==> config.mk <==
export PLATFORM = sky130hd
export DESIGN_NAME = alu_issue_ctrl
export DESIGN_NICKNAME = d
export VERILOG_FILES = /design/src/rtl/alu_issue_ctrl.sv
export SDC_FILE = /design/constraint.sdc
export NUM_CORES = 1
export LEC_CHECK = 0
export CAP_MARGIN = 20
export CORE_ASPECT_RATIO = 1.4
export CORE_MARGIN = 2
export CORE_UTILIZATION = 34
export DETAILED_ROUTE_END_ITERATION = 6
export PLACE_DENSITY = 0.67
export SYNTH_ARGS = -nofsm -noshare
export SYNTH_HDL_FRONTEND = slang
export SYNTH_SLANG_ARGS = --single-unit
export TNS_END_PERCENT = 30
==> constraint.sdc <==
create_clock -name clk -period 1.8 [get_ports clk]
set_input_delay 0.36 -clock clk [delete_from_list [all_inputs] [get_ports clk]]
set_output_delay 0.36 -clock clk [all_outputs]
set_load 0.01 [all_outputs]
==> src/rtl/alu_issue_ctrl.sv <==
// Sequential issue/capture front end for the 8-bit combinational ALU.
// Registers one command onto the ALU, waits SETTLE cycles, and returns the result over valid/ready.
module alu_issue_ctrl #(
  parameter int WIDTH  = 8,
  parameter int SEL_W  = 4,
  parameter int SETTLE = 1
) (
  input  logic             clk,
  input  logic             rst_n,
  input  logic             cmd_valid,
  output logic             cmd_ready,
  input  logic [WIDTH-1:0] cmd_a,
  input  logic [WIDTH-1:0] cmd_b,
  input  logic [SEL_W-1:0] cmd_sel,
  input  logic             cmd_cin,
  input  logic             cmd_chain,
  input  logic             carry_clr,
  output logic [WIDTH-1:0] alu_a,
  output logic [WIDTH-1:0] alu_b,
  output logic [SEL_W-1:0] alu_sel,
  output logic             alu_cin,
  input  logic [WIDTH-1:0] alu_d,
  input  logic             alu_cout,
  input  logic             alu_z,
  output logic             rsp_valid,
  input  logic             rsp_ready,
  output logic [WIDTH-1:0] rsp_d,
  output logic             rsp_cout,
  output logic             rsp_z,
  output logic             carry_q,
  output logic             busy
);

  localparam logic [1:0] ST_IDLE   = 2'd0;
  localparam logic [1:0] ST_SETTLE = 2'd1;
  localparam logic [1:0] ST_RESP   = 2'd2;

  localparam logic [3:0] SETTLE_INIT = 4'(SETTLE - 1);

  logic [1:0] state;
  logic [3:0] cnt;
  logic       capture;

  assign cmd_ready = (state == ST_IDLE);
  assign busy      = (state != ST_IDLE);
  assign rsp_valid = (state == ST_RESP);
  assign capture   = (state == ST_SETTLE) && (cnt == 4'd0);

  always_ff @(posedge clk or negedge rst_n) begin
    if (!rst_n) begin
      state    <= ST_IDLE;
      cnt      <= 4'd0;
      alu_a    <= '0;
      alu_b    <= '0;
      alu_sel  <= '0;
      alu_cin  <= 1'b0;
      rsp_d    <= '0;
      rsp_cout <= 1'b0;
      rsp_z    <= 1'b0;
    end else begin
      case (state)
        ST_IDLE: begin
          if (cmd_valid) begin
            alu_a   <= cmd_a;
            alu_b   <= cmd_b;
            alu_sel <= cmd_sel;
            // carry_q here is the pre-edge value, so a same-edge carry_clr does not affect the chain
            alu_cin <= cmd_chain ? carry_q : cmd_cin;
            cnt     <= SETTLE_INIT;
            state   <= ST_SETTLE;
          end
        end
        ST_SETTLE: begin
          if (cnt != 4'd0) begin
            cnt <= cnt - 4'd1;
          end else begin
            rsp_d    <= alu_d;
            rsp_cout <= alu_cout;
            rsp_z    <= alu_z;
            state    <= ST_RESP;
          end
        end
        ST_RESP: begin
          if (rsp_ready) state <= ST_IDLE;
        end
        default: state <= ST_IDLE;
      endcase
    end
  end

  // Capture has priority over an explicit clear on the same edge
  always_ff @(posedge clk or negedge rst_n) begin
    if (!rst_n)         carry_q <= 1'b0;
    else if (capture)   carry_q <= alu_cout;
    else if (carry_clr) carry_q <= 1'b0;
  end

endmodule

[Word-level counts from Yosys, hierarchy flattened]
Cells that the tools add are included.
Operators by class
  reductions and logical operators: 11
  equal/unequal tests: 6
  bitwise logic cells: 1
  multiplexer cells: 10
  add/sub/neg operators: 1
Operators by type and width (number)
  4-bit two-way mux: 2
  4-bit case mux with 2 select lines: 1
  2-bit two-way mux: 3
  2-bit case mux with 3 select lines: 1
  3-bit AND reduction: 2
  2-bit nonzero test: 3
  4-bit logical NOT: 1
  2-bit by 1-bit != test with 1-bit output, second input constant: 2
  2-bit != test, second input constant: 2
  2-bit AND reduction: 2
  4-bit nonzero test: 1
  4-bit by 1-bit subtractor with 4-bit output, second input constant: 1
  1-bit two-way mux: 3
  2-bit by 1-bit == test with 1-bit output, second input constant: 1
  2-bit == test, second input constant: 1
  2-bit logical NOT: 1
  1-bit logical AND: 1
  1-bit inverter: 1
Word-level totals
  register bits: 38
  input bits: 37

[Depth between registers and ports, before layout]
Gate-level depths: netlist (run 1).
  depth in word-level cells: 3
  mapped depth: 6

[Least setup slack after synthesis (run 1)]
No wires, ideal clock.
  path kind: reg2reg
  start: reg cnt[0]
  end: reg carry_q
  data required time: 1675 ps
  cell stages (with the launch flop): 7
  library setup time: 125 ps
  slack: 205 ps
  period minus slack after synthesis: 1595 ps
  arrival: 1470 ps
  path through: dfrtp_1 > inv_1 > ha_1 > nor3b_2 > nand2_1 > buf_2 > mux2_2
On the way
  word-level cells in the longest chain between the ends: 3
  elaborated cells between the ends (all ways): 4
  those cells by class: mux: 1; reduce/logical: 3
Ends and longest elaborated chain
  start, declared: line 41  | logic [3:0] cnt;
  start signal, assigned: line 75  | cnt <= cnt - 4'd1;
  4-bit logical NOT (*): line 47  | assign capture = (state == ST_SETTLE) && (cnt == 4'd0);
  1-bit logical AND (*): line 47
  1-bit two-way mux / 2-bit nonzero test (equally long branches)
  end signal, assigned: line 94  | else if (capture) carry_q <= alu_cout;
  end, declared: line 30  | output logic carry_q,
Mark *: on every way between the ends. The rest lies on a longest branch, timed or not.
A chain may end at the register's enable or synchronous reset.

[Final worst setup path (run 1)]
  start: reg cnt[0]
  end: reg rsp_d[4]
On the way
  word-level cells in the longest chain between the ends: 3
Ends and longest elaborated chain
  4-bit nonzero test: line 74  | if (cnt != 4'd0) begin
  1-bit inverter (no line)
  2-bit AND reduction (no line)
  end signal, assigned: line 77  | rsp_d <= alu_d;
  end, declared: line 27  | output logic [WIDTH-1:0] rsp_d,
No other way between the ends.

==> qor.csv, run 1 <==
metric,value,unit
status,completed,
wl_per_cell,14.4,um
initialDrtViolationCount,23,
cts.sinks,38,
yosys-top-cells-area,"dfrtp_1 59%, mux2_4 15%, mux2_2 10%, ha_1 1.5%, buf_6 1.4%",
die-height,85.6,um
initial_core_util,0.354,
cts_buffers,5,
required,1.97,ns
leakagePower,0.00112,uW
clock_path_buffers,2,
worstSetupStartpoint,cnt[0],
finalCritPeriodShare,0.936,
grt_usage,0.150,
dpl.cell_count,241,
max-vdd-ir-drop,0.000713,V
ios,72,
maxSlewViolCount,0,
endpoint_kind,flop,
grt_pass1_wl,6.13,mm
grt-ovfl-total,0,
synth_cell_type_count,25,
total_power,4440,uW
power_per_cell_area,1770,mW/mm^2
synth_top_area_frac,0.588,
htree_levels,2,
viasPerCell,4.58,
drc,0,
maxCapViolCount,0,
dieWidth,62.3,um
cts_hold_buf,0,
syn2layout_area_growth,55.3,%
relSlewSlack,0.678,
insertion_delay,0.29,ns
dieArea,0.00533,sq mm
synth_fp_nets,147,
drive_above_1_share,0.259,
wl_met3,309,um
syn-instance-count,108,
first_global_vias,1219,
antenna_found_initial,0,
port_buffers,71,
fin_crit,1.69,ns
avgSynthCellArea,15.0,sq um
finClkSkew,0.00183,ns
setup_viol,0,
arrival,1.86,ns
num-nets-final,227,
rows,29,
synth_largest_area_cell,dfrtp_1,
critPathMaxFanout,12,
drt_wl_total,3.62,mm
crit-reg2reg-launch,cnt[0],
clk_pin_slew,0.07,ns
m1WireLength,1.53,mm
start_kind,flop,
dp_hpwl,2.70,mm
hp-class,in2async,
tightest_slew,0.483,ns
fmax,593,MHz
hold_viol,0,
clockRootBuffer,clkbuf_8,
ant_nets,0,
grt_max_degree,39,
ys_ff_latch,38,
vias,1149,
syn_area,0.00162,sq mm
gp_congestion,0.682,
yosysWarnings,0,
antenna_cells,0,
core,0.00457,sq mm
num-fill-cells,392,
drtPass1Iterations,4,
met2WireLength,1.69,mm
top_layer,met4,
ys_seq_area_frac,0.588,
cts_tree,done,
crit_type,reg2reg,
fin_cells,251,
==> through the flow <==
step | TNS (ns) | worst slack, ns | cell area (sq um) | hold slack, ns | utilization
after global routing | -0.00406 | -0.00224 | 2510 | 0.152 | 0.550
after floorplan | 0 | 0.205 | 1620 | 0.0644 | -
final | 0 | 0.114 | 2510 | 0.109 | 0.550
after detailed placement | -0.907 | -0.0587 | 2400 | 0.439 | 0.525
after global placement | -0.647 | -0.0394 | 2400 | 0.426 | 0.525
after CTS | 0 | 0.0519 | 2510 | 0.124 | 0.548
==> final timing paths <==
kind                            end  slack (ns)  cells after the start
max reg2reg                rsp_d[4]        0.11                      6
min reg2reg                 alu_cin        0.49                      2
max in group asynchronous  state[1]        1.33                      2
max                        rsp_d[4]        0.11                      6
min                        alu_a[7]        0.11                      2
min in group clk            alu_cin        0.49                      2
==> cells in the mapped netlist <==
cell type / number
dfrtp_1: 38
mux2_4: 16
mux2_2: 15
nand2_1: 5
inv_1: 4
nand3_1: 4
o21ai_0: 3
buf_6: 2
ha_1: 2
nor2b_1: 2
nor3_1: 2
o21bai_1: 2
buf_2: 1
buf_8: 1
mux2i_1: 1
nand2b_1: 1
nand3b_1: 1
nor2_1: 1
nor3b_2: 1
o211ai_1: 1
o31ai_1: 1
or2_2: 1
or2b_1: 1
or3_1: 1
or3b_1: 1
==> final cells by class <==
| type | count | area, sq um | area share |
|---|---|---|---|
| Clock buffer | 7 | 86.3 | 0.0344 |
| Tap cell | 62 | 77.6 | 0.0309 |
| Multi-Input combinational cell | 62 | 616 | 0.245 |
| Sequential cell | 38 | 953 | 0.379 |
| Timing Repair Buffer | 77 | 759 | 0.302 |
| Clock inverter | 1 | 5.00 | 0.00199 |
| Inverter | 4 | 15.0 | 0.00598 |
==> critical path, cell delays in order (launching register included) <==
cell     delay (ns)
dfrtp_1        0.40
inv_1          0.12
ha_1           0.20
nor3b_4        0.29
nand2_1        0.09
buf_4          0.20
mux2_2         0.28
==> power breakdown <==
group / internal (uW) / switching (uW) / total, uW
clock: 309 / 287 / 596
combinational: 1460 / 839 / 2300
sequential: 1290 / 253 / 1540
total: 3060 / 1380 / 4440
==> layout by cell type, fill, tap and decap left out, types with 3 or more instances in the layout <==
cell and n:
dfrtp_1 36, nand2_1 5, mux2_2 15, mux2_4 16, buf_4 5, dlygate4sd2_1 3
nand3_1 4, inv_1 4, clkbuf_8 6, clkdlybuf4s50_1 67, o21ai_0 3
==> logic make-up (layout without fill, tap and decap cells) <==
logic type,Yosys count,count (layout),share of synthesized area
buffers and inverters,8,89,0.0356
adder cells (fa/ha/maj),2,2,0.0155
multiplexers,32,32,0.259
AND/OR/NAND/NOR,21,21,0.0743
AO/OA/AOI/OAI,7,7,0.0278
flip-flops,38,38,0.588
==> registers in the layout, summed over array words and instances (netlist names) <==
name / flops
alu_a: 8
alu_b: 8
alu_cin: 1
alu_sel: 4
carry_q: 1
cnt: 4
rsp_cout: 1
rsp_d: 8
rsp_z: 1
state: 2
==> per-layer routing <==
metal / global-route usage / up-vias
li1: - / 529
met1: 0.181 / 547
met2: 0.237 / 65
met3: 0.0538 / 8
met4: 0.0747 / 0
met5: 0 / -
==> what timing repair did <==
item | 4_1_cts | 5_1_grt
resized for setup | 5 | 1
buffers inserted | 2 | 0
endpoints found under the setup margin | 3 | 11
No activity file was read; power rests on OpenSTA's default activity.
==> inputs of run 2 (changes only) <==
- TNS_END_PERCENT: 30 -> 10
==> results of run 2 <==
Final layout, timing and power as in run 1 (identical DEF).
==> inputs of run 3 (changes only) <==
- CTS_CLUSTER_SIZE: default -> 30
==> results of run 3 <==
Final layout, timing and power as in run 1 (identical DEF).
